`src/rtl/bcd_countdown_core.sv`:
```
// N-digit BCD countdown timer core: preset, run/pause, per-digit edit,
// optional auto-reload. Counts natively in BCD for a 7-segment driver.
//
// Ports:
//   CLK, CLR       clock; asynchronous active-high reset
//   CE             count tick, one BCD decrement per high cycle in RUN
//   START, STOP    run/resume and pause/abort pulses
//   LOAD,LOAD_VAL  capture a BCD value (digits >9 saturate to 9)
//   INC, DEC       +/-1 on digit DIG_SEL while idle, no carry
//   DIG_SEL        digit index for INC/DEC
//   Q              current count, digit 0 in bits [3:0]
//   RUNNING        high in RUN
//   DONE           one-cycle pulse when the count reaches zero
//   EXPIRED        high in EXPIRED
module bcd_countdown_core #(
  parameter int DIGITS = 4,
  parameter bit RELOAD = 1'b0,
  parameter logic [4*DIGITS-1:0] PRESET = '0,
  parameter int SELW = (DIGITS > 1) ? $clog2(DIGITS) : 1
) (
  input  logic                  CLK,
  input  logic                  CLR,
  input  logic                  CE,
  input  logic                  START,
  input  logic                  STOP,
  input  logic                  LOAD,
  input  logic [4*DIGITS-1:0]   LOAD_VAL,
  input  logic                  INC,
  input  logic                  DEC,
  input  logic [SELW-1:0]       DIG_SEL,
  output logic [4*DIGITS-1:0]   Q,
  output logic                  RUNNING,
  output logic                  DONE,
  output logic                  EXPIRED
);

  localparam int W = 4 * DIGITS;
  localparam logic [W-1:0] ONE = {{(W-1){1'b0}}, 1'b1};

  typedef enum logic [1:0] {
    S_IDLE,
    S_RUN,
    S_PAUSE,
    S_EXP
  } state_t;

  state_t       state;
  state_t       state_nx;
  logic [W-1:0] pre;
  logic [W-1:0] pre_nx;
  logic [W-1:0] q_nx;
  logic         done_nx;

  logic         c_load;
  logic         c_stop;
  logic         c_start;
  logic         c_edit;
  logic         c_tick;
  logic         q_zero;
  logic         q_one;
  logic         sel_ok;
  logic         pre_zero;

  function automatic logic [W-1:0] bcd_sat(
    input logic [W-1:0] v
  );
    logic [W-1:0] r;
    r = v;
    for (int i = 0; i < DIGITS; i++) begin
      if (v[4*i +: 4] > 4'd9) begin
        r[4*i +: 4] = 4'd9;
      end
    end
    return r;
  endfunction

  // Ripple borrow: zeros below the first nonzero
  // digit become 9, that digit drops by one.
  function automatic logic [W-1:0] bcd_dec(
    input logic [W-1:0] v
  );
    logic [W-1:0] r;
    logic         b;
    r = v;
    b = 1'b1;
    for (int i = 0; i < DIGITS; i++) begin
      if (b) begin
        if (v[4*i +: 4] == 4'd0) begin
          r[4*i +: 4] = 4'd9;
        end else begin
          r[4*i +: 4] = v[4*i +: 4] - 4'd1;
          b = 1'b0;
        end
      end
    end
    return r;
  endfunction

  // Single-digit wrap, neighbours untouched.
  function automatic logic [W-1:0] bcd_edit(
    input logic [W-1:0]  v,
    input logic          up,
    input logic [SELW-1:0] sel
  );
    logic [W-1:0] r;
    logic [3:0]   d;
    r = v;
    for (int i = 0; i < DIGITS; i++) begin
      if (i == int'(sel)) begin
        d = v[4*i +: 4];
        if (up) begin
          r[4*i +: 4] = (d >= 4'd9) ? 4'd0 : d + 4'd1;
        end else begin
          r[4*i +: 4] = (d == 4'd0) ? 4'd9 : d - 4'd1;
        end
      end
    end
    return r;
  endfunction

  assign q_zero   = (Q == '0);
  assign q_one    = (Q == ONE);
  assign pre_zero = (pre == '0);
  assign sel_ok   = (int'(DIG_SEL) < DIGITS);

  // One-hot command after priority masking;
  // the highest asserted input wins, the rest drop.
  always_comb begin
    c_load  = LOAD;
    c_stop  = STOP & ~LOAD;
    c_start = START & ~STOP & ~LOAD;
    c_edit  = (INC | DEC) & ~START & ~STOP & ~LOAD;
    c_tick  = CE & ~INC & ~DEC & ~START
            & ~STOP & ~LOAD;
  end

  always_comb begin
    state_nx = state;
    q_nx     = Q;
    pre_nx   = pre;
    done_nx  = 1'b0;
    unique case (1'b1)
      c_load: begin
        pre_nx   = bcd_sat(LOAD_VAL);
        q_nx     = bcd_sat(LOAD_VAL);
        state_nx = S_IDLE;
      end
      c_stop: begin
        case (state)
          S_RUN:   state_nx = S_PAUSE;
          S_PAUSE: state_nx = S_IDLE;
          S_EXP: begin
            state_nx = S_IDLE;
            q_nx     = pre;
          end
          default: state_nx = state;
        endcase
      end
      c_start: begin
        case (state)
          S_IDLE: begin
            if (!q_zero) begin
              state_nx = S_RUN;
            end
          end
          S_PAUSE: state_nx = S_RUN;
          S_EXP: begin
            state_nx = S_IDLE;
            q_nx     = pre;
          end
          default: state_nx = state;
        endcase
      end
      c_edit: begin
        if (state == S_IDLE && (INC ^ DEC)
            && sel_ok) begin
          q_nx   = bcd_edit(Q, INC, DIG_SEL);
          pre_nx = bcd_edit(pre, INC, DIG_SEL);
        end
      end
      c_tick: begin
        if (state == S_RUN) begin
          if (q_one) begin
            done_nx = 1'b1;
            if (RELOAD && !pre_zero) begin
              q_nx = pre;
            end else begin
              q_nx     = '0;
              state_nx = S_EXP;
            end
          end else begin
            q_nx = bcd_dec(Q);
          end
        end
      end
      default: begin
        state_nx = state;
      end
    endcase
  end

  always_ff @(posedge CLK or posedge CLR) begin
    if (CLR) begin
      state <= S_IDLE;
      Q     <= PRESET;
      pre   <= PRESET;
      DONE  <= 1'b0;
    end else begin
      state <= state_nx;
      Q     <= q_nx;
      pre   <= pre_nx;
      DONE  <= done_nx;
    end
  end

  assign RUNNING = (state == S_RUN);
  assign EXPIRED = (state == S_EXP);

endmodule

```
`config.mk`:
```
export PLATFORM = sky130hd
export DESIGN_NAME = bcd_countdown_core
export DESIGN_NICKNAME = d
export VERILOG_FILES = /design/src/rtl/bcd_countdown_core.sv
export SDC_FILE = /design/constraint.sdc
export NUM_CORES = 1
export LEC_CHECK = 0
export ABC_AREA = 0
export CORE_UTILIZATION = 50
export DETAILED_ROUTE_END_ITERATION = 6
export MAX_ROUTING_LAYER = met4
export PLACE_DENSITY = 0.73
export SETUP_SLACK_MARGIN = 0.02
export SLEW_MARGIN = 20
export SYNTH_ARGS = -nofsm -noshare
export SYNTH_HDL_FRONTEND = slang
export SYNTH_SLANG_ARGS = --single-unit
```
`constraint.sdc`:
```
create_clock -name CLK -period 3 [get_ports CLK]
set_input_delay 0.45 -clock CLK [delete_from_list [all_inputs] [get_ports CLK]]
set_output_delay 0.45 -clock CLK [all_outputs]
set_load 0.005 [all_outputs]
```
==> run summary <==
result of the run -> complete, no violations
final setup skew -> 0.0104 ns
num ports -> 45
Buffers & Inverters on Critical Path -> 3
crit path cell chain -> clkdlybuf4s50_1, inv_2, ha_1, or3b_1, a22oi_1, o21ai_1, or4_1, buf_4, o21ai_1, o21ai_0
final weighted congestion in routability-driven placement -> 0.904
DR iter-0 viols -> 305
largest net degree at the start of global routing -> 36
Mapped Cells -> 468
RSZ-0062 raised after global routing -> no
syn_nets -> 521
die width -> 86.6 µm
Clock Latency Late Sink -> 0.30 ns
Avg Inst Size Synth -> 7.64 µm²
most frequent cells in the layout -> 44 x clkdlybuf4s50_1, 43 x nor2_1, 38 x a21oi_1
# fillers -> 648
DR DRC count -> 0
Post-synth EDFFs -> 0
Slew HR -> 60.3%
max-cap violation count -> 0
GRT Residual Overflow -> 0
post-route ant nets -> 0
area delta synth->final -> 19.9%
reg2reg path depth -> 9
power per cell area -> 446 mW/mm²
hold_ws -> 0.565 ns
share of cells above drive strength 1 -> 9.90%
hold_buf cts -> 0
vias in the first global route -> 3524
DR vias -> 3756
fin crit share -> 91.0%
Critical Path AT -> 2.90 ns
Sw Share -> 40.7%
sequential share of the synthesized area -> 24.5%
Fin. Hold Viols -> 0
CTS Buf Count -> 5
CP delay by family, top -> simple AND/OR/NAND/NOR gates
Hold Path Class -> input port to asynchronous set/reset pin
P_sw -> 0.000779 W
logic gate share of total power -> 45.2%
Mapped Area -> 0.00358 mm²
commonest non-fill, non-tap cell in the layout -> clkdlybuf4s50_1
final setup TNS -> 0 ns
drt pass-1 iters -> 5
launching point of the worst reg2reg path -> Q[9]
max-slew violation count -> 0
placement-stage worst setup slack -> -0.0763 ns
post-DP HPWL -> 7450 µm
Chip Height -> 86.6 µm
most common flop cell mapped by yosys -> dfrtp_1
Routed Wire Length -> 10200 µm
min Tclk post-route -> 2.73 ns
maximum clock frequency -> 0.366 GHz
Yosys Warn Count -> 0
fin area -> 0.00429 mm²
postcts setup bufs -> 0
die area -> 0.00750 mm²
number of synthesized register bits -> 35
max incr delay on CP -> 0.59 ns
Leak Pwr -> 1.81 nW
clock share of power -> 18.2%
critical path class -> input port to flop
Cell Area, Placed -> 0.00421 mm²
most used cell, CP -> o21ai_1
Worst Tran Pin Value -> 0.592 ns
register share of total power -> 36.6%
Int Power -> 0.00113 W
CTS tree -> yes
antenna violations before repair -> 0
Initial Utilization -> 52.1%
peak supply drop -> 0.250 mV
ys async rst share -> 100%
routed length per instance -> 16.6 µm
Crit Reg-Reg Endpoint -> Q[14]
Synth cell types -> 59
nets -> 567
clock-pin slew on the worst setup and hold paths -> 0.08 ns
first-pass GRT wire length -> 16700 µm
final worst setup slack -> 0.269 ns
startpoint types -> input port
Max H-tree Level -> 2
input/output buffers -> 44
WP data required -> 3.17 ns
crit end category -> flop
n_diodes -> 0
CP max-delay cell -> or4_1
Core Box Area -> 0.00687 mm²
GR Util All Layers -> 29.1%
# rows -> 30
clk buf depth -> 2
post-DR vias/cell -> 6.15
Sink Count -> 35
# setup viols final -> 0
CP Max Fanout -> 6
flop2flop setup slack -> 0.32 ns
clock root buffer -> clkbuf_8
Final Power -> 0.00191 W
cells in the mapped netlist, types with 4 or more instances:
cell	n	area, µm²
a211oi_1	4	30.0
a21oi_1	38	190
a221o_1	4	40.0
a221oi_1	7	61.3
a311oi_1	4	35.0
a31oi_1	9	56.3
buf_2	5	25.0
clkbuf_1	21	78.8
dfrtp_1	35	876
ha_1	27	338
inv_1	37	139
mux2_2	4	45.0
mux4_2	4	90.1
nand2_1	32	120
nand2b_1	12	75.1
nand3_1	17	85.1
nand3b_1	5	37.5
nor2_1	43	161
nor2b_1	5	31.3
nor3_1	16	80.1
nor3b_1	6	45.0
o211ai_1	9	67.6
o21ai_0	38	190
o22ai_1	5	31.3
o31ai_1	16	120
or3b_2	4	35.0
xor2_1	4	35.0
flip-flops by register name, indices dropped and copies added (netlist names):
| signal | cells |
|---|---|
| state | 2 |
| DONE | 1 |
| Q | 16 |
| pre | 16 |
logic make-up after synthesis:
family                   after synthesis  share of synthesized area [%]
AND/OR/NAND/NOR                      160                           23.3
buffers and inverters                 68                           7.59
XOR/XNOR                               4                          0.979
flip-flops                            35                           24.5
AO/OA/AOI/OAI                        165                           30.0
adder cells (fa/ha/maj)               27                           9.44
multiplexers                           9                           4.20
per-layer routing:
| metal | track usage (%) | routed length (µm) |
|---|---|---|
| met4 | 10.6 | 170 |
| met3 | 3.24 | 461 |
| met2 | 48.9 | 5000 |
| met5 | - | 0 |
| met1 | 36.2 | 4530 |
tightest hold or removal path, stage by stage:
cell and delay, ns:
clkdlybuf4s50_1 0.39, inv_1 0.05, buf_4 0.41
worst max path at each step:
stage	start	end	cells after the start
5_1_grt	INC	Q[14]	10
3_3_place_gp	INC	Q[14]	10
3_5_place_dp	INC	Q[14]	10
2_1_floorplan	INC	Q[12]	8
6_report	INC	Q[14]	10
4_1_cts	INC	Q[14]	10
cell type report:
| cell class | instances | area (µm²) | share of cell area, % |
|---|---|---|---|
| Multi-Input combinational cell | 365 | 2430 | 56.6 |
| Clock inverter | 1 | 5.00 | 0.117 |
| Sequential cell | 35 | 876 | 20.4 |
| Tap cell | 96 | 120 | 2.80 |
| Timing Repair Buffer | 69 | 641 | 14.9 |
| Inverter | 38 | 143 | 3.32 |
| Clock buffer | 7 | 76.3 | 1.78 |
stage by stage:
step	utilization, %	cells
3_5_place_dp	61.3	603
5_1_grt	62.5	611
4_1_cts	62.5	611
2_1_floorplan	-	468
6_report	62.5	611
3_3_place_gp	61.3	603
repair_timing:
| item | in CTS | in global routing |
|---|---|---|
| gates resized for setup | 0 | 1 |
| hold endpoints to repair | 0 | 0 |
| endpoints found under the setup margin | 0 | 1 |
power by group through the flow:
stage	combinational [W]	sequential [W]	clock, W
3_3_place_gp	0.000825	0.000703	0
6_report	0.000864	0.000700	0.000349
5_1_grt	0.000954	0.000717	0.000373
3_5_place_dp	0.000852	0.000705	0
2_1_floorplan	0.000581	0.000648	0
4_1_cts	0.000859	0.000696	0.000353
No activity file was read; power rests on OpenSTA's default activity.
